`config.mk`:
```
export PLATFORM = sky130hd
export DESIGN_NAME = ldpc_vpu_core
export DESIGN_NICKNAME = d
export VERILOG_FILES = /design/src/rtl/ldpc_vpu_core.sv
export SDC_FILE = /design/constraint.sdc
export NUM_CORES = 1
export LEC_CHECK = 0
export ABC_AREA = 1
export ABC_CLOCK_PERIOD_IN_PS = 5980
export CAP_MARGIN = 20
export CORE_MARGIN = 3
export CORE_UTILIZATION = 52
export CTS_CLUSTER_SIZE = 24
export DETAILED_ROUTE_END_ITERATION = 12
export PLACE_DENSITY = 0.8
export SLEW_MARGIN = 10
export SYNTH_ARGS = -nofsm -noshare
export SYNTH_HDL_FRONTEND = slang
export SYNTH_SLANG_ARGS = --single-unit
```
`constraint.sdc`:
```
create_clock -name clk -period 5.98 [get_ports clk]
set_clock_uncertainty 0.05 [all_clocks]
set_input_delay 0.897 -clock clk [delete_from_list [all_inputs] [get_ports clk]]
set_output_delay 0.897 -clock clk [all_outputs]
set_load 0.01 [all_outputs]
```
`src/rtl/ldpc_vpu_core.sv`:
```
// Variable-node processing unit: sums intrinsic + 4 check messages, registers extrinsic and total LLRs.
// LDPC_VPU_SAT_EN defined: symmetric saturation to +/-MAX; undefined: two's-complement wraparound.
module ldpc_vpu_core #(
  parameter int COL_WEIGHT = 4,
  parameter int LLR_WIDTH  = 8
) (
  input  logic                 clk,
  input  logic                 rst,
  input  logic                 en,
  input  logic [LLR_WIDTH-1:0] llr_intri,
  input  logic [LLR_WIDTH-1:0] llr_in_0,
  input  logic [LLR_WIDTH-1:0] llr_in_1,
  input  logic [LLR_WIDTH-1:0] llr_in_2,
  input  logic [LLR_WIDTH-1:0] llr_in_3,
  output logic [LLR_WIDTH-1:0] llr_out_0,
  output logic [LLR_WIDTH-1:0] llr_out_1,
  output logic [LLR_WIDTH-1:0] llr_out_2,
  output logic [LLR_WIDTH-1:0] llr_out_3,
  output logic [LLR_WIDTH-1:0] llr_all
);

  generate
    if (COL_WEIGHT != 4) begin : g_bad_weight
      $error("ldpc_vpu_core supports COL_WEIGHT == 4 only");
    end
  endgenerate

`ifdef LDPC_VPU_SAT_EN
  // Three guard bits hold the sum of five LLR_WIDTH operands without overflow.
  localparam int SW = LLR_WIDTH + 3;
`else
  // Wraparound keeps only the low bits, which modular arithmetic at LLR_WIDTH already yields exactly.
  localparam int SW = LLR_WIDTH;
`endif
  localparam logic signed [SW-1:0] MAX_V = SW'((2 ** (LLR_WIDTH - 1)) - 1);

  function automatic logic [LLR_WIDTH-1:0] clip(input logic signed [SW-1:0] x);
`ifdef LDPC_VPU_SAT_EN
    if (x > MAX_V) begin
      return MAX_V[LLR_WIDTH-1:0];
    end else if (x < -MAX_V) begin
      return LLR_WIDTH'(-MAX_V);
    end else begin
      return x[LLR_WIDTH-1:0];
    end
`else
    return x[LLR_WIDTH-1:0];
`endif
  endfunction

  logic signed [SW-1:0]  intri_ext;
  logic signed [SW-1:0]  in_ext [COL_WEIGHT];
  logic signed [SW-1:0]  sum;
  logic [LLR_WIDTH-1:0]  llr_all_d, llr_all_q;
  logic [LLR_WIDTH-1:0]  llr_out_d [COL_WEIGHT];
  logic [LLR_WIDTH-1:0]  llr_out_q [COL_WEIGHT];

  assign intri_ext = SW'(signed'(llr_intri));
  assign in_ext[0] = SW'(signed'(llr_in_0));
  assign in_ext[1] = SW'(signed'(llr_in_1));
  assign in_ext[2] = SW'(signed'(llr_in_2));
  assign in_ext[3] = SW'(signed'(llr_in_3));

  always_comb begin
    sum = intri_ext;
    for (int i = 0; i < COL_WEIGHT; i++) begin
      sum = sum + in_ext[i];
    end
    llr_all_d = llr_all_q;
    for (int i = 0; i < COL_WEIGHT; i++) begin
      llr_out_d[i] = llr_out_q[i];
    end
    // Extrinsic terms subtract from the unclipped sum so saturation never leaks between edges.
    if (en) begin
      llr_all_d = clip(sum);
      for (int i = 0; i < COL_WEIGHT; i++) begin
        llr_out_d[i] = clip(sum - in_ext[i]);
      end
    end
  end

  always_ff @(posedge clk) begin
    if (rst) begin
      llr_all_q <= '0;
    end else begin
      llr_all_q <= llr_all_d;
    end
  end

  generate
    for (genvar gi = 0; gi < COL_WEIGHT; gi++) begin : g_out_reg
      always_ff @(posedge clk) begin
        if (rst) begin
          llr_out_q[gi] <= '0;
        end else begin
          llr_out_q[gi] <= llr_out_d[gi];
        end
      end
    end
  endgenerate

  assign llr_out_0 = llr_out_q[0];
  assign llr_out_1 = llr_out_q[1];
  assign llr_out_2 = llr_out_q[2];
  assign llr_out_3 = llr_out_q[3];
  assign llr_all   = llr_all_q;

endmodule

```
Yosys cells after proc, flatten, opt, wreduce, memory -nomap -nowiden
Memories as Yosys holds them, arrays and structs flattened. Index checks and enable logic that the tools add are counted.

Flip-flop bits (word level): 8. Latch bits: 0. RAM bits: 32. ROM bits: 0. Input port bits: 43. Output and inout bits: 40. Word-level logic and storage cells: 22. Memories kept: 1.

Add/sub/neg operators: 8. Multipliers: 0. Div/mod/pow operators: 0. Order comparisons: 0. Equality and inequality tests: 0. Shifts and indexed selects: 0. Mux-type cells: 8. Bitwise logic cells: 4. Reductions and logical operators: 0.

Memories: llr_out_q (depth 4, bits a word 8, read ports 4, clocked after Yosys merged registers in 0, wr ports 4, line 56) `logic [LLR_WIDTH-1:0] llr_out_q [COL_WEIGHT];`.

Operators with widths (count): $add 8x8->8 (4); $mux 32 (1); $mux 8 (4); $sub 8x8->8 (4); $or 1x1->1 (4); $mux 1 (3).

Longest topological paths before layout
Gate-level depths: netlist of run 1.

Depth in word-level cells: 7. Mapped depth: 23. Gate-level depth less buffers: 23.

Worst setup path before layout of run 1
Ideal clock, no wire load.

Path type: input to register. From: in llr_intri[3]. To: mem llr_out_q[1][7]. Setup time: 0.109 ns. Data arrival time: 4.550 ns. Data required time: 5.821 ns. Path slack: 1.271 ns. Stages on the path: 23. Buffers on the path: 0. Cell sequence: inv_1 fa_1 inv_1 fa_1 inv_1 fa_1 inv_1 ha_1 a21oi_1 nand2_1 nand2_1 nand2_1 a21oi_1 xnor2_1 ha_1 a21oi_1 o21ai_0 a31oi_1 inv_1 nand3_1 nand3_1 nand2_1 inv_1.

RTL lines: start, declared (line 10) `input logic [LLR_WIDTH-1:0] llr_intri,`; end, declared (line 56).

==> results of run 1 <==
worst register-to-register path, delay by kind of cell (launching register included):
family          cells  cell delay (ns)
compound gates      1             0.08
buf+inv             1             0.09
simple gates        2             0.18
flops               1             0.39
state kept, by name (all words and copies together) (netlist names):
| register | flops |
|---|---|
| llr_out_q | 32 |
| llr_all | 8 |
power by group:
part / switching [W] / leakage (nW) / internal, W
Combinational: 0.00113 / 2.11 / 0.000804
Clock: 0.0000995 / 0.0510 / 0.0000922
Sequential: 0.0000462 / 0.333 / 0.000359
Total: 0.00128 / 2.50 / 0.00126
worst paths after layout:
check	to	slack, ns	cells past startpoint
worst max-delay path	llr_out_q[1][7]	0.55	24
worst min-delay path	llr_all[7]	0.44	2
worst max register to register	llr_all[6]	5.14	4
worst min register to register	llr_all[7]	0.44	2
synth_stat cells:
master	n
xor2_1	19
o31ai_1	2
nand3_2	2
nor2_2	5
a31oi_1	2
dfxtp_1	40
nor2_1	70
o21ai_0	41
inv_1	121
o221ai_1	2
nand2_4	4
a21oi_1	33
ha_1	36
a21oi_2	1
nor3_1	2
fa_1	25
buf_6	1
nand3_1	26
xnor2_1	4
a41oi_1	2
nand2_2	2
buf_4	1
nand2_1	57
clkbuf_1	8
o21bai_1	3
inv_2	2
buf_2	2
o211ai_1	2
layer usage:
layer	global-route usage (%)	vias to the layer above	routed length (µm)
met5	0	-	0
met4	4.97	0	111
met3	3.10	9	429
met2	43.0	89	4660
met1	29.7	1537	4030
li1	-	1744	-
stage by stage:
stage	setup WS [ns]	cells	util [%]	hold WS [ns]	area [µm²]
after detailed placement	0.254	683	66.9	0.416	4570
after global placement	0.318	683	66.9	0.418	4570
after floorplan	1.27	515	-	0.466	3680
after CTS	0.543	691	68.3	0.439	4660
final	0.549	691	68.3	0.439	4660
after global routing	0.266	691	68.3	0.484	4660
cells by family after synthesis:
family	count (synthesis)	share of synthesized area (%)
AND/OR/NAND/NOR	168	19.7
buffers and inverters	135	14.1
AO/OA/AOI/OAI	88	13.0
adder cells (fa/ha/maj)	61	25.9
flip-flops	40	21.8
XOR/XNOR	23	5.48
final cells by class:
| class | count | area share [%] |
|---|---|---|
| Timing Repair Buffer | 84 | 17.8 |
| Inverter | 123 | 9.90 |
| Clock inverter | 2 | 0.215 |
| Clock buffer | 6 | 1.77 |
| Sequential cell | 40 | 17.2 |
| Multi-Input combinational cell | 340 | 50.6 |
| Tap cell | 96 | 2.58 |
==> impl_metrics.tcl, run 1 <==
set metrics [dict create \
    slew_viol_final 0 \
    drive_gt1_share_pct 4.54 \
    critPathLaunch "llr_intri[2]" \
    syn_area_um2 3680 \
    gp_congestion 0.882 \
    seq_area_frac_synth_pct 21.8 \
    io_pins 83 \
    finalSetupTns_ns 0 \
    synth_seq_cells 40 \
    cts_hold_buf 0 \
    path_common_cell "inv_1" \
    cts_tree "yes" \
    synth_top_area_cell "dfxtp_1" \
    final_antenna_net_count 0 \
    initial_core_util_pct 53.8 \
    grt_max_degree 56 \
    drt_drc_violations_left 0 \
    final.fill_count 632 \
    maxSlewHeadroom_pct 36.5 \
    viasPerCell 4.89 \
    critPathBufInv 7 \
    seq_area_um2 801 \
    powerDensity_nw_per_um2 543 \
    port_buffers 82 \
    drv_cap 0 \
    nNetsFinal 698 \
    slowest_delay_ns 0.58 \
    yosysWarnings 0 \
    core_region_area_um2 6830 \
    grt_antenna_before_repair 0 \
    final_cell_mix "inv_1, clkdlybuf4s50_1, nor2_1" \
    endpoint_kind "flip-flop" \
    crit_required_ns 6.13 \
    grt_pass1_vias 3271 \
    peakVddDrop_v 0.000264 \
    cp_slowest_cell "fa_1" \
    synth_top_area_share_pct 21.8 \
    yosys.cell_types.count 28 \
    syn-num-nets 619 \
    crit_chain "clkdlybuf4s50_1, inv_1, fa_1, inv_1, fa_1, inv_1, fa_1, inv_1, ha_1, nand3_1, nand2_1, nand2_1, nand2_1, a21oi_1, xnor2_1, ha_1, a21oi_1, o21ai_0, a31oi_1, inv_1, nand3_1, nand3_1, nand2_1, inv_1" \
    chipWidth_um 90.1 \
    clk_pin_slew_ns 0.08 \
    gr-usage-all-layers_pct 23.6 \
    insertion_delay_ns 0.29 \
    htreeDepth 2 \
    chipHeight_um 90.1 \
    p_total_w 0.00253 \
    worstHoldPathType "reg -> reg" \
    crit_fanout 5 \
    min_period_over_period_pct 90.8 \
    layout_commonest_cell "inv_1" \
    wire_per_inst_um 13.3 \
    min_period_ns 5.43 \
    rsz0062_at_grt "false" \
    r2r_start "llr_all[6]" \
    place_hpwl_um 7480 \
    worstHoldStart "llr_all[7]" \
    clockRootBuffer "clkbuf_8" \
    cp-start-kind "primary input" \
    cp.arrival_ns 5.58 \
    vias 3379 \
    worst_pin_slew_ns 0.952 \
    numCtsBuffers 5 \
    syn_to_final_growth_pct 26.8 \
    setup_viol_count_final 0 \
    postCtsResizedCells 0 \
    rows 30 \
    dieArea_um2 8120 \
    cts_buffer_depth 2 \
    fmax_ghz 0.184 \
    dr.pass1.iters 4 \
    synthCells 515 \
    cts_setup_buffers 0 \
    diodes 0 \
    crit_type "in -> reg" \
    status "completed" \
    synth.area.top_cells "dfxtp_1, fa_1, inv_1, ha_1, nor2_1" \
    leakage_nw 2.50 \
    grt_pass1_wl_um 15700 \
    avgSynthCellArea_um2 7.14 \
    crit_family "adder cells" \
    finalHoldViolCount 0 \
    grt.overflow.total 0 \
    multi_input_area_um2 2360 \
    cts.sinks 40 \
    wl_um 9220 \
    initialDrtViolationCount 112 \
]
No activity file was read; power rests on OpenSTA's default activity.
==> inputs of run 2 (changes only) <==
--- a/config.mk
+++ b/config.mk
@@ -8,10 +8,11 @@
 export ABC_AREA = 1
 export ABC_CLOCK_PERIOD_IN_PS = 5980
 export CAP_MARGIN = 20
-export CORE_MARGIN = 3
+export CORE_MARGIN = 1
 export CORE_UTILIZATION = 52
 export CTS_CLUSTER_SIZE = 24
 export DETAILED_ROUTE_END_ITERATION = 12
+export HOLD_SLACK_MARGIN = 0.1
 export PLACE_DENSITY = 0.8
 export SLEW_MARGIN = 10
 export SYNTH_ARGS = -nofsm -noshare
==> run 2 against run 1 <==
  * Setup slack improved by 0.060 ns
  * Clock power rose by 18%
  * Cell count rose by 0.14%
  * Combinational power barely moved
  * Critical endpoint unchanged
  * Largest power group unchanged
  * Highest routed layer unchanged
==> impl_metrics.tcl, run 2 (synthesis results as in run 1) <==
set metrics [dict create \
    rows 30 \
    fmax_ghz 0.186 \
    chipHeight_um 86.1 \
    rsz0062_at_grt "false" \
    gp_congestion 0.880 \
    cp.arrival_ns 5.52 \
    min_period_over_period_pct 89.8 \
    seq_area_um2 801 \
    cts.sinks 40 \
    numCtsBuffers 5 \
    min_period_ns 5.37 \
    multi_input_area_um2 2360 \
    drv_cap 0 \
    place_hpwl_um 7410 \
    topRoutingLayerUsed "met4" \
    grt_pass1_wl_um 15300 \
    cts_buffer_depth 2 \
    peakVddDrop_v 0.000310 \
    initialDrtViolationCount 103 \
    crit_required_ns 6.13 \
    maxSlewHeadroom_pct 48.6 \
    dieArea_um2 7410 \
    crit_chain "clkdlybuf4s50_1, inv_1, fa_1, inv_1, fa_1, inv_1, fa_1, inv_1, ha_1, a21oi_1, nand2_1, nand2_1, nand2_1, a21oi_1, xnor2_1, ha_1, a21oi_1, o21ai_0, a31oi_1, inv_1, nand3_1, nand3_1, nand2_1, inv_1" \
    drive_gt1_share_pct 4.53 \
    initial_core_util_pct 53.8 \
    whs_ns 0.438 \
    final_antenna_net_count 0 \
    diodes 0 \
    dr_wl_met2_um 4360 \
    wl_um 9080 \
    slew_viol_final 0 \
    gr-usage-all-layers_pct 26.2 \
    setup_viol_count_final 0 \
    postCtsResizedCells 0 \
    final.fill_count 656 \
    layout_commonest_cell "inv_1" \
    largest_register_ffs 32 \
    io_pins 83 \
    crit_type "in -> reg" \
    slowest_delay_ns 0.53 \
    worstHoldPathType "reg -> reg" \
    final_cell_mix "inv_1, clkdlybuf4s50_1, nor2_1" \
    grt_max_degree 56 \
    cp-start-kind "primary input" \
    grt.overflow.total 0 \
    critPathBufInv 7 \
    leakage_nw 2.51 \
    insertion_delay_ns 0.29 \
    path_common_cell "inv_1" \
    wl_met1_um 4220 \
    finalSetupTns_ns 0 \
    largest-register "llr_out_q" \
    port_buffers 82 \
    grt_antenna_before_repair 0 \
    powerDensity_nw_per_um2 546 \
    drt_drc_violations_left 0 \
    chipWidth_um 86.1 \
    wire_per_inst_um 13.1 \
    syn_to_final_growth_pct 27.4 \
    core_region_area_um2 6830 \
    cts_tree "yes" \
    viasPerCell 4.93 \
    finalHoldViolCount 0 \
    nNetsFinal 699 \
    wl_met3_um 349 \
    vias 3409 \
    clockRootBuffer "clkbuf_8" \
    htreeDepth 2 \
    cts_hold_buf 0 \
    worst_pin_slew_ns 0.770 \
    crit_fanout 5 \
    crit_family "adder cells" \
    cts_setup_buffers 0 \
    dr.pass1.iters 4 \
    cp_slowest_cell "fa_1" \
    clk_pin_slew_ns 0.08 \
    grt_pass1_vias 3341 \
    status "completed" \
    endpoint_kind "flip-flop" \
]
## run 2: power breakdown
group	leakage [nW]	internal (W)	switching (W)	total (W)
combinational	2.12	0.000805	0.00112	0.00193
sequential	0.333	0.000359	0.0000487	0.000407
clock	0.0552	0.000124	0.000102	0.000226
## run 2: worst reg2reg max path: cells and delay by family (launching register included)
| kind | cells | cell delay (ns) |
|---|---|---|
| AO/OA/AOI/OAI | 1 | 0.10 |
| AND/OR/NAND/NOR | 2 | 0.15 |
| flip-flops | 1 | 0.38 |
| buffers and inverters | 1 | 0.08 |
## run 2: worst paths after layout
check | slack [ns] | cells after the start | startpoint | to
min | 0.44 | 2 | llr_all[7] | llr_all[7]
max | 0.61 | 24 | llr_intri[3] | llr_out_q[1][7]
min reg2reg | 0.44 | 2 | llr_all[7] | llr_all[7]
max reg2reg | 5.17 | 4 | llr_all[6] | llr_all[6]
## run 2: through the flow
stage               cell area [µm²]  cells  total power [W]  setup WS [ns]  util, %
global route                   4690    692          0.00284          0.275     68.6
global placement               4580    684          0.00230          0.319     67.0
finish                         4690    692          0.00256          0.609     68.6
CTS                            4690    692          0.00257          0.583     68.6
floorplan                      3680    515          0.00175           1.27        -
detailed placement             4580    684          0.00233          0.298     67.0
## run 2: routing by layer
metal / GRT usage (%) / vias up
li1: - / 1747
met1: 34.0 / 1571
met2: 46.0 / 77
met3: 3.37 / 14
met4: 6.36 / 0
met5: 0 / -
## run 2: area by class of cell
type / instances / share of cell area (%)
multi-input combinational: 340 / 50.3
timing repair buffer: 85 / 17.9
sequential: 40 / 17.1
inverter: 123 / 9.85
tap: 96 / 2.56
clock buffer: 6 / 1.55
clock inverter: 2 / 0.748
